--- src/rtl/serdesphy_tx_framer.sv ---
// SerDes PHY transmit framer: nibble packer, byte FIFO, Manchester encoder.
// Optional PRBS7 source under SERDESPHY_TX_PRBS_EN.
module serdesphy_tx_framer #(
  parameter int PREAMBLE_WORDS = 32,
  parameter int FIFO_DEPTH     = 4
) (
  input  logic        clk_24m,
  input  logic        rst_n_24m,
  input  logic        tx_en,
  input  logic        tx_fifo_en,
  input  logic        tx_preamble_req,
  input  logic        tx_prbs_gen_en,
  input  logic [3:0]  tx_data,
  input  logic        tx_valid,
  output logic        tx_ready,
  output logic [15:0] ser_word,
  output logic        ser_valid,
  input  logic        ser_ready,
  output logic        tx_fifo_full,
  output logic        tx_fifo_empty,
  output logic        tx_overflow,
  output logic        tx_underflow,
  output logic        tx_active,
  output logic        tx_preamble_done
);

  localparam int AW = $clog2(FIFO_DEPTH);
  localparam int CW = AW + 1;

  typedef enum logic [1:0] {DISABLED, PREAMBLE, ACTIVE} state_t;

  state_t      state_q;
  logic [7:0]  pcnt_q;
  logic        pat_q;
  logic [3:0]  nib_q;
  logic        ph_q;
  logic [7:0]  mem_q [FIFO_DEPTH];
  logic [AW-1:0] wp_q, rp_q;
  logic [CW-1:0] fcnt_q;
  logic [15:0] word_q;
  logic        vld_q, ovf_q, unf_q, done_q, sent_q;

  logic        full, empty, take, push, drop, pop, load, hs;
  logic        prbs_sel;
  logic [7:0]  prbs_b;
  logic [15:0] pat_w;

  function automatic logic [15:0] manch(input logic [7:0] b);
    logic [15:0] w;
    for (int i = 0; i < 8; i++)
      w[2*i +: 2] = b[i] ? 2'b10 : 2'b01;
    return w;
  endfunction

  assign full  = fcnt_q == CW'(FIFO_DEPTH);
  assign empty = fcnt_q == '0;
  assign take  = tx_valid & tx_en & tx_fifo_en & (state_q != DISABLED);
  assign push  = take & ph_q & ~full;
  assign drop  = take & ph_q & full;
  assign load  = ~vld_q | ser_ready;
  assign hs    = vld_q & ser_ready;
  assign pop   = (state_q == ACTIVE) & load & ~empty & ~prbs_sel;
  assign pat_w = pat_q ? 16'h5555 : 16'hAAAA;

`ifdef SERDESPHY_TX_PRBS_EN
  logic [6:0] lfsr_q, lfsr_d;

  always_comb begin
    lfsr_d = lfsr_q;
    prbs_b = '0;
    for (int i = 7; i >= 0; i--) begin
      prbs_b[i] = lfsr_d[6] ^ lfsr_d[5];
      lfsr_d    = {lfsr_d[5:0], prbs_b[i]};
    end
  end

  assign prbs_sel = tx_prbs_gen_en & (state_q == ACTIVE);

  always_ff @(posedge clk_24m or negedge rst_n_24m) begin
    if (!rst_n_24m)
      lfsr_q <= 7'h7F;
    else if (state_q == DISABLED || (tx_en && tx_preamble_req))
      lfsr_q <= 7'h7F;
    else if (tx_en && prbs_sel && load)
      lfsr_q <= lfsr_d;
  end
`else
  logic prbs_unused;
  assign prbs_unused = tx_prbs_gen_en;
  assign prbs_sel    = 1'b0;
  assign prbs_b      = '0;
`endif

  always_ff @(posedge clk_24m or negedge rst_n_24m) begin
    if (!rst_n_24m) begin
      state_q <= DISABLED;
      pcnt_q  <= '0;
      pat_q   <= 1'b0;
      nib_q   <= '0;
      ph_q    <= 1'b0;
      wp_q    <= '0;
      rp_q    <= '0;
      fcnt_q  <= '0;
      for (int i = 0; i < FIFO_DEPTH; i++)
        mem_q[i] <= '0;
      word_q  <= '0;
      vld_q   <= 1'b0;
      ovf_q   <= 1'b0;
      unf_q   <= 1'b0;
      done_q  <= 1'b0;
      sent_q  <= 1'b0;
    end else if (!tx_en) begin
      state_q <= DISABLED;
      vld_q   <= 1'b0;
      ph_q    <= 1'b0;
      wp_q    <= '0;
      rp_q    <= '0;
      fcnt_q  <= '0;
    end else begin
      if (push) begin
        mem_q[wp_q] <= {nib_q, tx_data};
        wp_q        <= wp_q + AW'(1);
      end
      if (pop)
        rp_q <= rp_q + AW'(1);
      fcnt_q <= fcnt_q + CW'(push) - CW'(pop);
      if (take)
        ph_q <= ~ph_q;
      if (take && !ph_q)
        nib_q <= tx_data;
      if (drop)
        ovf_q <= 1'b1;
      unique case (state_q)
        DISABLED: begin
          state_q <= PREAMBLE;
          pcnt_q  <= '0;
          pat_q   <= 1'b0;
          done_q  <= 1'b0;
        end
        PREAMBLE: begin
          if (load) begin
            word_q <= pat_w;
            pat_q  <= ~pat_q;
            vld_q  <= 1'b1;
          end
          if (hs) begin
            pcnt_q <= pcnt_q + 8'd1;
            if (pcnt_q == 8'(PREAMBLE_WORDS - 1)) begin
              state_q <= ACTIVE;
              done_q  <= 1'b1;
              sent_q  <= 1'b0;
            end
          end
        end
        ACTIVE: begin
          if (load) begin
            vld_q <= 1'b1;
            if (prbs_sel) begin
              word_q <= manch(prbs_b);
            end else if (!empty) begin
              word_q <= manch(mem_q[rp_q]);
              sent_q <= 1'b1;
            end else begin
              word_q <= pat_w;
              pat_q  <= ~pat_q;
              if (sent_q)
                unf_q <= 1'b1;
            end
          end
        end
        default: state_q <= DISABLED;
      endcase
      // Restart wins over a same-cycle preamble completion
      if (tx_preamble_req && state_q != DISABLED) begin
        state_q <= PREAMBLE;
        pcnt_q  <= '0;
        done_q  <= 1'b0;
      end
    end
  end

  assign tx_ready         = tx_en & tx_fifo_en & ~full;
  assign ser_word         = word_q;
  assign ser_valid        = vld_q;
  assign tx_fifo_full     = full;
  assign tx_fifo_empty    = empty;
  assign tx_overflow      = ovf_q;
  assign tx_underflow     = unf_q;
  assign tx_active        = state_q == ACTIVE;
  assign tx_preamble_done = done_q;

endmodule

--- config.mk ---
export PLATFORM = sky130hd
export DESIGN_NAME = serdesphy_tx_framer
export DESIGN_NICKNAME = d
export VERILOG_FILES = /design/src/rtl/serdesphy_tx_framer.sv
export SDC_FILE = /design/constraint.sdc
export NUM_CORES = 1
export LEC_CHECK = 0
export ABC_AREA = 0
export CORE_UTILIZATION = 51
export DETAILED_ROUTE_END_ITERATION = 8
export PLACE_DENSITY_LB_ADDON = 0.15
export SLEW_MARGIN = 20
export SYNTH_ARGS = -nofsm -noshare
export SYNTH_HDL_FRONTEND = slang
export SYNTH_SLANG_ARGS = --single-unit
--- constraint.sdc ---
create_clock -name clk_24m -period 2.7 [get_ports clk_24m]
set_clock_uncertainty 0.05 [all_clocks]
set_input_delay 0.405 -clock clk_24m [delete_from_list [all_inputs] [get_ports clk_24m]]
set_output_delay 0.405 -clock clk_24m [all_outputs]
set_load 0.05 [all_outputs]
# [Yosys cells after proc, flatten, opt, wreduce, memory -nomap -nowiden]
# Index checks and enable logic that the tools add are counted.
[word_totals] romBits=0 ramBits=0 latch_bits=0 output_inout_bits=24 in_bits=12 reg_bits=76 n_memories=0
[classes] n_mul=0 n_reduce_logical=22 div_mod_pow=0 order_cmp=3 n_eq_ne=20 muxes=50 shift=0 bitwise_logic=19 n_addsub=5
[op_table] operator="16-bit 2-to-1 mux" count=4
[op_table] operator="8-bit 2-to-1 mux" count=5
[op_table] operator="32-bit bitwise mux" count=1
[op_table] operator="2-bit 2-to-1 mux" count=16
[op_table] operator="16-bit case mux with 2 select lines" count=1
[op_table] operator="8-bit binary-select mux with 2-bit select" count=1
[op_table] operator="8-bit demux with 2-bit select" count=1
[op_table] operator="8-bit case mux with 2 select lines" count=1
[op_table] operator="1-bit 2-to-1 mux" count=15
[op_table] operator="2-bit by 1-bit inequality test with 1-bit output (second input constant)" count=6
[op_table] operator="1-bit AND" count=11
[op_table] operator="2-bit inequality test (second input constant)" count=5
[op_table] operator="5-bit AND reduction" count=2
[op_table] operator="8-bit by 1-bit adder with 8-bit output (second input constant)" count=1
[op_table] operator="8-bit by 5-bit equality test with 1-bit output (second input constant)" count=1
[op_table] operator="4-bit inequality test (second input constant)" count=2
[op_table] operator="2-bit AND reduction" count=4
[op_table] operator="4-bit AND reduction" count=2
[op_table] operator="3-bit >= comparator (second input constant)" count=2
[op_table] operator="3-bit inequality test (second input constant)" count=2
[op_table] operator="2-bit inverter with 3-bit output" count=2
[op_table] operator="2-bit case mux with 3 select lines" count=1
[op_table] operator="3-bit AND reduction" count=2
[op_table] operator="6-bit AND reduction" count=1
[op_table] operator="other kinds (20)" count=30

# [Longest topological paths before layout]
# Gate-level depths: netlist of the first run.
[depth] depth_word=8 depth_mapped=12 ltp_nobuf=12

# [Least setup slack after synthesis of the first run]
# Ideal clock, no wire load.
[synth_path] kind="register -> register" from="register fcnt_q[1]" to="register fcnt_q[2]" arrival_time_ns=2.586 setup_ns=0.121 synth_period_minus_slack_ns=2.757 path_stages_with_launch=11 t_required_ns=2.529 slack_ns=-0.057 n_path_buf=0 cell_sequence="dfrtp_1 > nor3b_2 > nor3_4 > inv_1 > ha_1 > inv_1 > ha_1 > inv_1 > fa_1 > xnor2_1 > nor2_1"
[synth_via] elab_chain_cells=6
[synth_rtl] item="start, declared" line="39" text="logic [CW-1:0] fcnt_q;"
[synth_rtl] item="start signal, assigned" line="126" text="fcnt_q <= fcnt_q + CW'(push) - CW'(pop);"
[synth_rtl] item="3-bit equality test" line="55" text="assign full = fcnt_q == CW'(FIFO_DEPTH);"
[synth_rtl] item="named net tx_fifo_full" line="19" text="output logic tx_fifo_full,"
[synth_rtl] item="1-bit inverter" line="58" text="assign push = take & ph_q & ~full;"
[synth_rtl] item="1-bit AND" line="58"
[synth_rtl] item="3-bit by 1-bit adder with 3-bit output" line="126"
[synth_rtl] item="3-bit by 1-bit subtractor with 3-bit output" line="126"
[synth_rtl] item="3-bit 2-to-1 mux" line="112" text="end else if (!tx_en) begin"
# The timed path passes the listed nets, and every way through them passes these cells.
# A chain may end at the register's enable or synchronous reset.

# [Final worst setup path of the first run]
[layout_path] from="register state_q[0]" to="output tx_active"
[layout_via] elab_chain_cells=1
[layout_rtl] item="start, declared" line="32" text="state_t state_q;"
[layout_rtl] item="start signal, assigned" line="96" text="state_q <= DISABLED;"
[layout_rtl] item="start signal, assigned" line="113" text="state_q <= DISABLED;"
[layout_rtl] item="start signal, assigned" line="135" text="state_q <= PREAMBLE;"
[layout_rtl] item="2-bit equality test" line="189" text="assign tx_active = state_q == ACTIVE;"
[layout_rtl] item="end, declared" line="23" text="output logic tx_active,"
# No other way between the ends.

==> results of run 1 <==
[report_power, final]
part	internal [uW]	switching [uW]	total, uW
Sequential	1360	163	1520
Combinational	529	831	1360
Clock	612	414	1030
[worst max-delay path: stages (launching register included)]
cell             delay (ns)
dfrtp_1                0.44
inv_1                  0.11
ha_1                   0.19
buf_4                  0.16
clkdlybuf4s50_1        0.80
[logic make-up (layout without fill, tap and decap cells)]
family | after synthesis | after routing
adders and majority gates | 13 | 13
and+or+nand+nor | 62 | 62
muxes | 47 | 47
buffers and inverters | 26 | 75
AOI/OAI and AO/OA | 53 | 53
DFF | 76 | 76
xor gates and xnor gates | 5 | 5
[routing by layer]
layer  up-vias  GRT usage, %  share of wire [%]
li1       1096             -                  -
met1      1157          29.2                 49
met2        31          30.0                 47
met3         8          3.70                2.5
met4         0          6.82               0.91
met5         -             0                  0
[cell usage in the layout (no fill, tap or decap), drive strengths merged, types with 2 or more instances in the layout]
cell / count
a21o: 9
a21oi: 24
and2: 3
and3: 3
buf: 10
bufinv: 3
clkbuf: 9
clkdlybuf4s50: 32
clkinv: 3
dfrtp: 76
ha: 12
inv: 18
mux2: 37
mux2i: 2
mux4: 8
nand2: 13
nand2b: 2
nand3: 9
nor2: 14
nor2b: 3
nor3: 4
o21a: 2
o21ai: 4
o31a: 2
o31ai: 5
or3: 2
or4: 3
xnor2: 2
xor2: 3
[Yosys cell counts (all sizes together)]
master / number
dfrtp: 76
mux2: 37
a21oi: 24
inv: 17
nor2: 14
nand2: 13
ha: 12
a21o: 9
nand3: 9
mux4: 8
buf: 5
o31ai: 5
nor3: 4
o21ai: 4
and2: 3
and3: 3
clkbuf: 3
nor2b: 3
or4: 3
xor2: 3
mux2i: 2
nand2b: 2
o21a: 2
o31a: 2
or3: 2
xnor2: 2
a31o: 1
a41o: 1
a41oi: 1
clkinv: 1
fa: 1
nand3b: 1
nand4: 1
nand4b: 1
nor3b: 1
nor4: 1
o2111ai: 1
o21ba: 1
o22ai: 1
o311ai: 1
or2: 1
[final cells by class]
| class | count | area, um2 | area share (%) |
|---|---|---|---|
| inverters | 18 | 67.6 | 1.58 |
| well taps | 80 | 100 | 2.35 |
| multi-input cells | 180 | 1550 | 36.4 |
| flip-flops and latches | 76 | 1900 | 44.6 |
| repair buffers | 42 | 408 | 9.57 |
| clock inverters | 6 | 113 | 2.64 |
| clock buffers | 9 | 124 | 2.90 |
[worst paths after layout]
kind                        startpoint           end  slack [ns]  cells past startpoint
max                         state_q[0]     tx_active        0.21                      4
min                          rst_n_24m     pcnt_q[2]        0.14                      1
max reg2reg                 state_q[0]     fcnt_q[2]        0.25                     12
min reg2reg                tx_overflow   tx_overflow        0.42                      1
max in group asynchronous    rst_n_24m  tx_underflow        1.82                      1
min in group clk_24m       tx_overflow   tx_overflow        0.42                      1
[per-stage QoR]
step           hold WS [ns]  cells  setup WS [ns]  instance area [um2]  util (%)
6_report              0.139    411          0.214                 4260      63.1
2_1_floorplan        0.0594    282         0.0460                 3560         -
5_1_grt               0.234    411         0.0553                 4260      63.1
3_5_place_dp          0.405    396          0.109                 4030      59.6
4_1_cts               0.203    411          0.213                 4260      63.1
3_3_place_gp          0.399    396          0.119                 4030      59.6
[registers in the layout, summed over array words and instances, names as in the netlist, 2 cells and up]
| register | flops |
|---|---|
| nib_q | 4 |
| fcnt_q | 3 |
| pcnt_q | 8 |
| mem_q | 32 |
| ser_word | 16 |
| rp_q | 2 |
| state_q | 2 |
| wp_q | 2 |
==> results_dict.tcl, run 1 <==
set metrics [dict create \
    status "complete, no violations" \
    grt_pass1_wl_um 11200 \
    dp_hpwl_um 4410 \
    rsz0062_at_grt "no" \
    nNetsFinal 352 \
    grt_usage_pct 19.9 \
    synth.area.mux_share_pct 17.4 \
    relSlewSlack_pct 36.5 \
    seq_area_frac_synth_pct 53.6 \
    grt_max_degree 77 \
    antenna_found_initial 0 \
    yosys.area_share.simple_pct 10.5 \
    max_cap_violations 0 \
    synthCells 282 \
    cp_max_fo 7 \
    startpoint_type "flip-flop" \
    drive_above_1_share_pct 23.3 \
    hold_path_class "in -> async" \
    synth_nets 307 \
    worst-endpoint-arrival_ns 2.03 \
    core_um2 6760 \
    setup_violations 0 \
    die_w_um 85.4 \
    crit_type "reg -> out" \
    synthAdderAreaFrac_pct 4.79 \
    power_density_nw_per_um2 916 \
    ant_nets 0 \
    ys_seq_elements 76 \
    yosysUniqueCellTypes 46 \
    finalWeightedCongestion 0.794 \
    fmax_ghz 0.402 \
    die_h_um 85.4 \
    vias 2292 \
    drc 0 \
    hold_viol 0 \
    clkSinkCount 76 \
    maxSlewViolCount 0 \
    wl_um 6490 \
    cts-hold-fix-buffers 0 \
    first_iter_violations 124 \
    area_delta_synth_final_pct 20.1 \
    grt_overflow 0 \
    synth_area_leaders "dfrtp_1 (54%), mux2_2 (11%), mux4_2 (5.1%)" \
    peakVddDrop_mv 0.324 \
    firstDrtPassIters 4 \
    fillers 546 \
    clkTransAtPathRegs_ns 0.08 \
    setup_tns_ns 0 \
    synth_xor_area_share_pct 1.23 \
    clock-root-buffer "clkbuf_8" \
    tightest_slew_ns 0.952 \
    fin_crit_sh_pct 92.1 \
    cts_buffer_depth 2 \
    grt_pass1_vias 2228 \
    yosysTopAreaCell "dfrtp_1" \
    cts_setup_buffers 0 \
    die-area_um2 7300 \
    clock_latency_ns 0.34 \
    routedWlPerCell_um 15.8 \
    syn_area_um2 3550 \
    avgSynthCellArea_um2 12.6 \
    total_power_uw 3910 \
    yosysWarnings 0 \
    num_rows 30 \
    p_leak_uw 0.00213 \
    synth_top_area_share_pct 53.6 \
    diodes 0 \
    tritoncts "yes" \
    endpoint_kind "primary output" \
    cts_made_buffers 9 \
    io-pin-count 36 \
    fin_crit_ns 2.49 \
    io_buffers 34 \
    cts_resized 0 \
    synth_compound_area_share_pct 9.55 \
    cts_max_level 3 \
    post_drt_via_cell_ratio 5.58 \
    cp.required_ns 2.25 \
    start_util_pct 52.6 \
    synth_top_family_by_area "multiplexers" \
]
(Power assumes the default switching activity.)
==> inputs of run 2 (changes only) <==
--- a/config.mk
+++ b/config.mk
@@ -6,9 +6,9 @@
 export NUM_CORES = 1
 export LEC_CHECK = 0
 export ABC_AREA = 0
-export CORE_UTILIZATION = 51
+export CAP_MARGIN = 25
+export CORE_UTILIZATION = 25
 export DETAILED_ROUTE_END_ITERATION = 8
-export PLACE_DENSITY_LB_ADDON = 0.15
 export SLEW_MARGIN = 20
 export SYNTH_ARGS = -nofsm -noshare
 export SYNTH_HDL_FRONTEND = slang
==> results_dict.tcl, run 2 (synthesized netlist as in run 1, its figures left out) <==
set metrics [dict create \
    status "finished, violations left" \
    violations "negative hold slack" \
    worst-endpoint-arrival_ns 2.69 \
    hold_slack_ns -0.00959 \
    rr_worst_depth 12 \
    setup_slack_ns 0.184 \
    seq_area_um2 1900 \
    cts_setup_buffers 0 \
    dp_hpwl_um 5260 \
    maxSlewViolCount 0 \
    final_cell_mix "dfrtp_1 (76), mux2_2 (34), clkdlybuf4s50_1 (32)" \
    grt_max_degree 41 \
    fillers 1380 \
    diodes 0 \
    core_um2 13900 \
    layout_commonest_cell "dfrtp_1" \
    fmax_ghz 0.397 \
    regToRegSetupSlack_ns 0.18 \
    dpl.cell_count 499 \
    cts_buffer_depth 2 \
    io-pin-count 36 \
    hold_viol 5 \
    drive_above_1_share_pct 24.2 \
    grt_usage_pct 11.0 \
    tightest_slew_ns 0.836 \
    hold_path_class "in -> async" \
    die_w_um 121 \
    clock_latency_ns 0.34 \
    finalWeightedCongestion 0.756 \
    total_power_uw 4060 \
    wl_um 7390 \
    place_worst_setup_slack_ns 0.00308 \
    cts_resized 0 \
    setup_violations 0 \
    grt_pass1_vias 2444 \
    largest_register "mem_q" \
    cts-hold-fix-buffers 0 \
    first_iter_violations 129 \
    cp.required_ns 2.87 \
    p_leak_uw 0.00217 \
    largest_reg_flops 32 \
    fin_util_pct 32.2 \
    startpoint_type "flip-flop" \
    ant_nets 0 \
    tritoncts "yes" \
    clkSinkCount 76 \
    setup_tns_ns 0 \
    io_buffers 34 \
    cts_made_buffers 9 \
    routedWlPerCell_um 14.3 \
    area_delta_synth_final_pct 25.8 \
    firstDrtPassIters 4 \
    rsz0062_at_grt "no" \
    power_density_nw_per_um2 910 \
    grt_overflow 0 \
    clock-root-buffer "clkbuf_16" \
    endpoint_kind "flip-flop" \
    final_cells 515 \
    nNetsFinal 355 \
    antenna_found_initial 0 \
    drc 0 \
    die_h_um 121 \
    fin_crit_ns 2.52 \
    cts_max_level 3 \
    crit_type "reg -> reg" \
    start_util_pct 25.6 \
    die-area_um2 14700 \
    fin_crit_sh_pct 93.2 \
    post_drt_via_cell_ratio 4.51 \
    clkTransAtPathRegs_ns 0.06 \
    num_rows 43 \
    relSlewSlack_pct 44.2 \
    cp_max_fo 6 \
    max_cap_violations 0 \
    vias 2323 \
    grt_pass1_wl_um 12300 \
    peakVddDrop_mv 0.296 \
    multi_input_area_um2 1550 \
]
[run 2: worst max-delay path: stages (launching register included)]
cell      delay (ns)
dfrtp_1         0.43
inv_1           0.08
ha_1            0.27
nand4b_4        0.21
nor3_4          0.14
inv_1           0.07
ha_1            0.29
inv_1           0.06
ha_1            0.14
inv_1           0.05
fa_1            0.38
xnor2_1         0.17
nor2_1          0.06
[run 2: cell type report]
| class | count | area share (%) |
|---|---|---|
| Clock buffer | 9 | 5.04 |
| Clock inverter | 7 | 1.48 |
| Inverter | 18 | 1.51 |
| Multi-Input combinational cell | 180 | 34.7 |
| Sequential cell | 76 | 42.6 |
| Tap cell | 180 | 5.04 |
| Timing Repair Buffer | 45 | 9.64 |
[run 2: path summary, 6_finish.rpt]
path                         startpoint            to
max in group asynchronous     rst_n_24m     mem_q[10]
min in group clk_24m       tx_underflow  tx_underflow
min reg2reg                tx_underflow  tx_underflow
max                          state_q[0]     fcnt_q[2]
min                           rst_n_24m   tx_overflow
max reg2reg                  state_q[0]     fcnt_q[2]
[run 2: metrics by stage]
step	cell area, um2	hold slack, ns
final	4470	-0.00959
after global routing	4470	0.0312
after CTS	4470	0.0126
after detailed placement	4180	0.370
after global placement	4180	0.352
after floorplan	3560	0.0594
[run 2: metal layers]
layer | vias to the layer above | part of all wire, % | GRT usage [%]
met5 | - | 0 | 0
met4 | 0 | 1.6 | 4.63
met3 | 8 | 3.0 | 3.10
met2 | 25 | 50 | 18.4
met1 | 1179 | 46 | 13.1
li1 | 1111 | - | -
[run 2: report_power, final]
group	internal (uW)	switching, uW	total [uW]
Clock	650	513	1160
Sequential	1360	167	1530
Combinational	534	840	1370
==> RTL edit 1, RTL diff (settings of run 2) <==
Re-encode `state_t` (3 states) as one-hot, 3 bits wide.
--- a/src/rtl/serdesphy_tx_framer.sv
+++ b/src/rtl/serdesphy_tx_framer.sv
@@ -29,3 +29,3 @@
 
-  typedef enum logic [1:0] {DISABLED, PREAMBLE, ACTIVE} state_t;
+  typedef enum logic [2:0] {DISABLED = 3'b001, PREAMBLE = 3'b010, ACTIVE = 3'b100} state_t;
 
Check against the original RTL: same outputs for any inputs over 10 cycles, from zero or initial values and one cycle with rst_n_24m low; not proved beyond that.
==> RTL edit 1 against run 2 <==
The run still ends with negative hold slack left; synthesized area increased by 3.2%; wire length increased by 4.6%; cell area increased by 4.0%; final cell count increased by 0.97%; sequential cell count increased by 1; setup slack improved by 59 ps.
Power is not compared: it rests on default switching activity, and its combinational part moved more than twofold at a synthesized area within 25%.
==> RTL edit 1: results (changes against run 2) <==
stage	metric	value	unit	change
status	violated checks	negative hold slack		
sta	hold_ws	-0.440	ps	+9.15 ps
global_routing	met2 Use GR	17.0	%	-1.4 points
synthesis	Syn Nets	310		+0.98%
detailed_routing	WL/cell	14.9	µm	+3.6%
sta	worst slew pin tran	587	ps	-250 ps
synthesis	sequential share of the synthesized area	52.6	%	-0.93 points
worst_setup_path	FF-to-FF setup slack	240	ps	+60 ps
detailed_routing	met3 wire len	355	µm	+58%
detailed_routing	drt first-iter violations	92		-29%
clocking	CTS Buffer Depth	2		unchanged
global_routing	GR Util met3	4.24	%	+1.1 points
worst_setup_path	Critical Path Max Stage Delay	620	ps	+190 ps
cells_and_area	layout cells sized above 1	27.4	%	+3.2 points
worst_setup_path	Worst path slowest cell	dfstp_2		
worst_setup_path	r2r worst-path depth	10		-2
worst_setup_path	worst-path maximum fanout	10		+4
global_routing	vias in the first global route	2513		+2.8%
sta	Final Hold Viols	2		-3
worst_setup_path	RR Startpoint	state_q[0]		
detailed_routing	met1 wire length	3610	µm	+6.9%
cells_and_area	final cell count without fillers	520		+0.97%
synthesis	Cell variety after synth	52		+13%
global_routing	pin count of the biggest net entering global routing	78		+90%
detailed_routing	WL met2	3660	µm	-0.16%
global_routing	Total GRT Usage	11.2	%	+0.26 points
status	outcome	finished, violations left		
detailed_routing	detailed-route via count	2441		+5.1%
cells_and_area	fill count	1419		+2.8%
place	post-placement cell count	503		+0.80%
## RTL edit 1: cell count changes in the layout (fill, tap and decap cells not counted), sizes merged, moves of 5 or more
cell | before | now
o21ai | 4 | 16
ha | 12 | 7
nand2 | 13 | 19
a211oi | 0 | 8
nor2 | 14 | 8
inv | 23 | 16
a21oi | 24 | 14
## RTL edit 1: how the worst max path moves through the flow
stage                     startpoint      endpoint  slack, ps  cells past startpoint
final                     state_q[0]     fcnt_q[2]        240                     10
after global routing      state_q[0]     fcnt_q[2]        120                     10
after CTS                  fcnt_q[1]  tx_fifo_full        210                      2
after detailed placement  tx_fifo_en     fcnt_q[2]        -30                     11
after global placement    tx_fifo_en     fcnt_q[2]         40                     11
after floorplan                tx_en     fcnt_q[2]         40                     11
## RTL edit 1: area by class of cell
cell class	count	area, µm²	area share (%)
Clock inverter	5	108	2.32
Sequential cell	77	1930	41.5
Clock buffer	11	243	5.23
Tap cell	180	225	4.85
Timing Repair Buffer	47	453	9.75
Multi-Input combinational cell	183	1620	34.9
Inverter	17	67.6	1.45
## RTL edit 1: cells by family (layout without fill, tap and decap cells)
family | count (synthesis) | in the layout | share of synthesized area [%]
DFF | 77 | 77 | 52.6
and+or+nand+nor | 65 | 65 | 11.4
AOI/OAI and AO/OA | 61 | 61 | 10.7
muxes | 44 | 44 | 17.4
xor gates and xnor gates | 5 | 5 | 1.20
buffers and inverters | 30 | 80 | 3.72
adders and majority gates | 8 | 8 | 2.94
## RTL edit 1: stage by stage
step,area (µm²),setup WS (ps),setup TNS [ps],power (mW)
2_1_floorplan,3700,40.0,0,1.70
3_3_place_gp,4270,35.1,0,1.90
3_5_place_dp,4270,-28.1,-28.1,1.92
4_1_cts,4620,209,0,3.34
5_1_grt,4640,121,0,3.45
6_report,4640,243,0,3.30
==> RTL edit 2, RTL diff (flow settings as in run 2) <==
Made on the original files. The parameter `FIFO_DEPTH` goes from 4 to 8.
--- a/src/rtl/serdesphy_tx_framer.sv
+++ b/src/rtl/serdesphy_tx_framer.sv
@@ -4,3 +4,3 @@
   parameter int PREAMBLE_WORDS = 32,
-  parameter int FIFO_DEPTH     = 4
+  parameter int FIFO_DEPTH     = 8
 ) (
Behaviour: not the same (Yosys sat finds a counterexample within 10 cycles, from zero or initial values and one cycle with rst_n_24m low).
==> RTL edit 2 against run 2 <==
The run ends with design-rule violations left; synthesized area grew 51%; largest power group unchanged; power grew 33%; maximum frequency shrank 1.6%; wire length grew 64%; setup slack lost 41 ps; sequential cell count grew 35; cell area grew 46%.
==> RTL edit 2: results (changes against run 2) <==
stage	metric	value	unit	change
status	outcome	finished, violations left		
status	violated checks	design-rule violations		
pwr	Leak Pwr	2.95	nW	+36%
global_routing	vias in the first global route	3843		+57%
global_routing	pin count of the biggest net entering global routing	51		+24%
clocking	Clk pin slew, worst setup/hold paths	80	ps	+20 ps
detailed_routing	TritonRoute pass-1 iters	7		+3
worst_setup_path	r2r worst-path depth	11		-1
sta	Max-Slew Margin vs Limit	51.8	%	+7.6 points
cells_and_area	fill count	2095		+52%
cells_and_area	final cell count without fillers	759		+47%
cells_and_area	nets@finish	506		+43%
pwr	Max IR drop VDD	335	µV	+13%
worst_setup_path	Worst EP arrival	2750	ps	+60 ps
synthesis	top post-synthesis cells by count	111 x dfrtp_1, 61 x mux2_2, 18 x mux2i_1, 18 x nand2_1, 18 x nand3_1		
global_routing	first-pass GRT wire length	20500	µm	+67%
place	post-placement cell count	742		+49%
detailed_routing	vias per cell	4.69		+4.0%
synthesis	Cell variety after synth	53		+15%
place	HPWL Detailed	8750	µm	+66%
detailed_routing	DRC	2		+2
cells_and_area	max FFs per register	64		+100%
global_routing	met2 Use GR	21.0	%	+2.6 points
global_routing	Total GRT Usage	12.0	%	+0.99 points
worst_setup_path	FF-to-FF setup slack	140	ps	-40 ps
worst_setup_path	Critical Path Max Stage Delay	400	ps	-30 ps
worst_setup_path	RR Startpoint	state_q[1]		
## RTL edit 2: cell types whose count changed in the layout (fill, tap and decap cells not counted), moves of 9 or more
cell | run 2 | this run
nand2_1 | 9 | 18
nand3_1 | 9 | 18
mux2_2 | 34 | 61
a21oi_1 | 24 | 10
mux2i_1 | 2 | 18
buf_4 | 12 | 28
dfrtp_1 | 76 | 111
## RTL edit 2: per-layer routing
metal,routed length [µm],vias up
met4,165,0
met5,0,-
met2,6230,53
met1,5330,1829
li1,-,1664
met3,396,14
## RTL edit 2: logic make-up (layout without fill, tap and decap cells)
group | Yosys count | after routing | share of synthesized area [%]
simple gates | 107 | 107 | 11.5
fa+ha+maj | 15 | 15 | 3.65
compound gates | 54 | 54 | 7.20
flops | 111 | 111 | 51.9
xor+xnor | 6 | 6 | 0.982
buf+inv | 36 | 96 | 2.90
mux | 95 | 95 | 21.8
## RTL edit 2: final cells by class
type / count / area (µm²) / area share, %
flip-flops and latches: 111 / 2780 / 42.7
multi-input cells: 277 / 2430 / 37.3
repair buffers: 62 / 591 / 9.08
well taps: 275 / 344 / 5.29
clock buffers: 10 / 239 / 3.67
inverters: 18 / 70.1 / 1.08
clock inverters: 6 / 60.1 / 0.923
## RTL edit 2: stage by stage
stage | setup slack (ps) | area, µm² | utilization (%) | setup TNS, ps | hold WS [ps]
4_1_cts | 85.5 | 6500 | 30.9 | 0 | 28.9
5_1_grt | -14.2 | 6510 | 31.0 | -14.2 | 41.9
2_1_floorplan | 109 | 5350 | - | 0 | 59.4
3_5_place_dp | -28.0 | 6200 | 29.5 | -28.0 | 405
6_report | 143 | 6510 | 31.0 | 0 | 1.19
3_3_place_gp | 24.3 | 6200 | 29.5 | 0 | 396
## RTL edit 2: critical path: cells and delay by family, from the launching register on
kind          cells  cell delay (ps)
fa+ha+maj         4             1090
simple gates      3              550
flops             1              400
buf+inv           3              190
xor+xnor          1              170
## RTL edit 2: how the worst max path moves through the flow
stage	slack (ps)	to	startpoint
global placement	20	fcnt_q[2]	tx_fifo_en
floorplan	110	fcnt_q[1]	state_q[0]
global route	-10	fcnt_q[2]	fcnt_q[2]
detailed placement	-30	fcnt_q[2]	tx_en
finish	140	fcnt_q[2]	state_q[1]
CTS	90	fcnt_q[3]	fcnt_q[2]
## RTL edit 2: where the power goes
part	total, mW	leakage [nW]	internal [mW]	switching [mW]
logic	1.97	1.30	0.776	1.19
registers	2.12	1.50	1.90	0.217
clock network	1.33	0.149	0.679	0.651
total	5.42	2.95	3.36	2.06
## RTL edit 2: what timing repair did
| action | 4_1_cts | 5_1_grt |
|---|---|---|
| setup buffers | 0 | 1 |
| resized for setup | 0 | 2 |
| endpoints found under the setup margin | 0 | 3 |
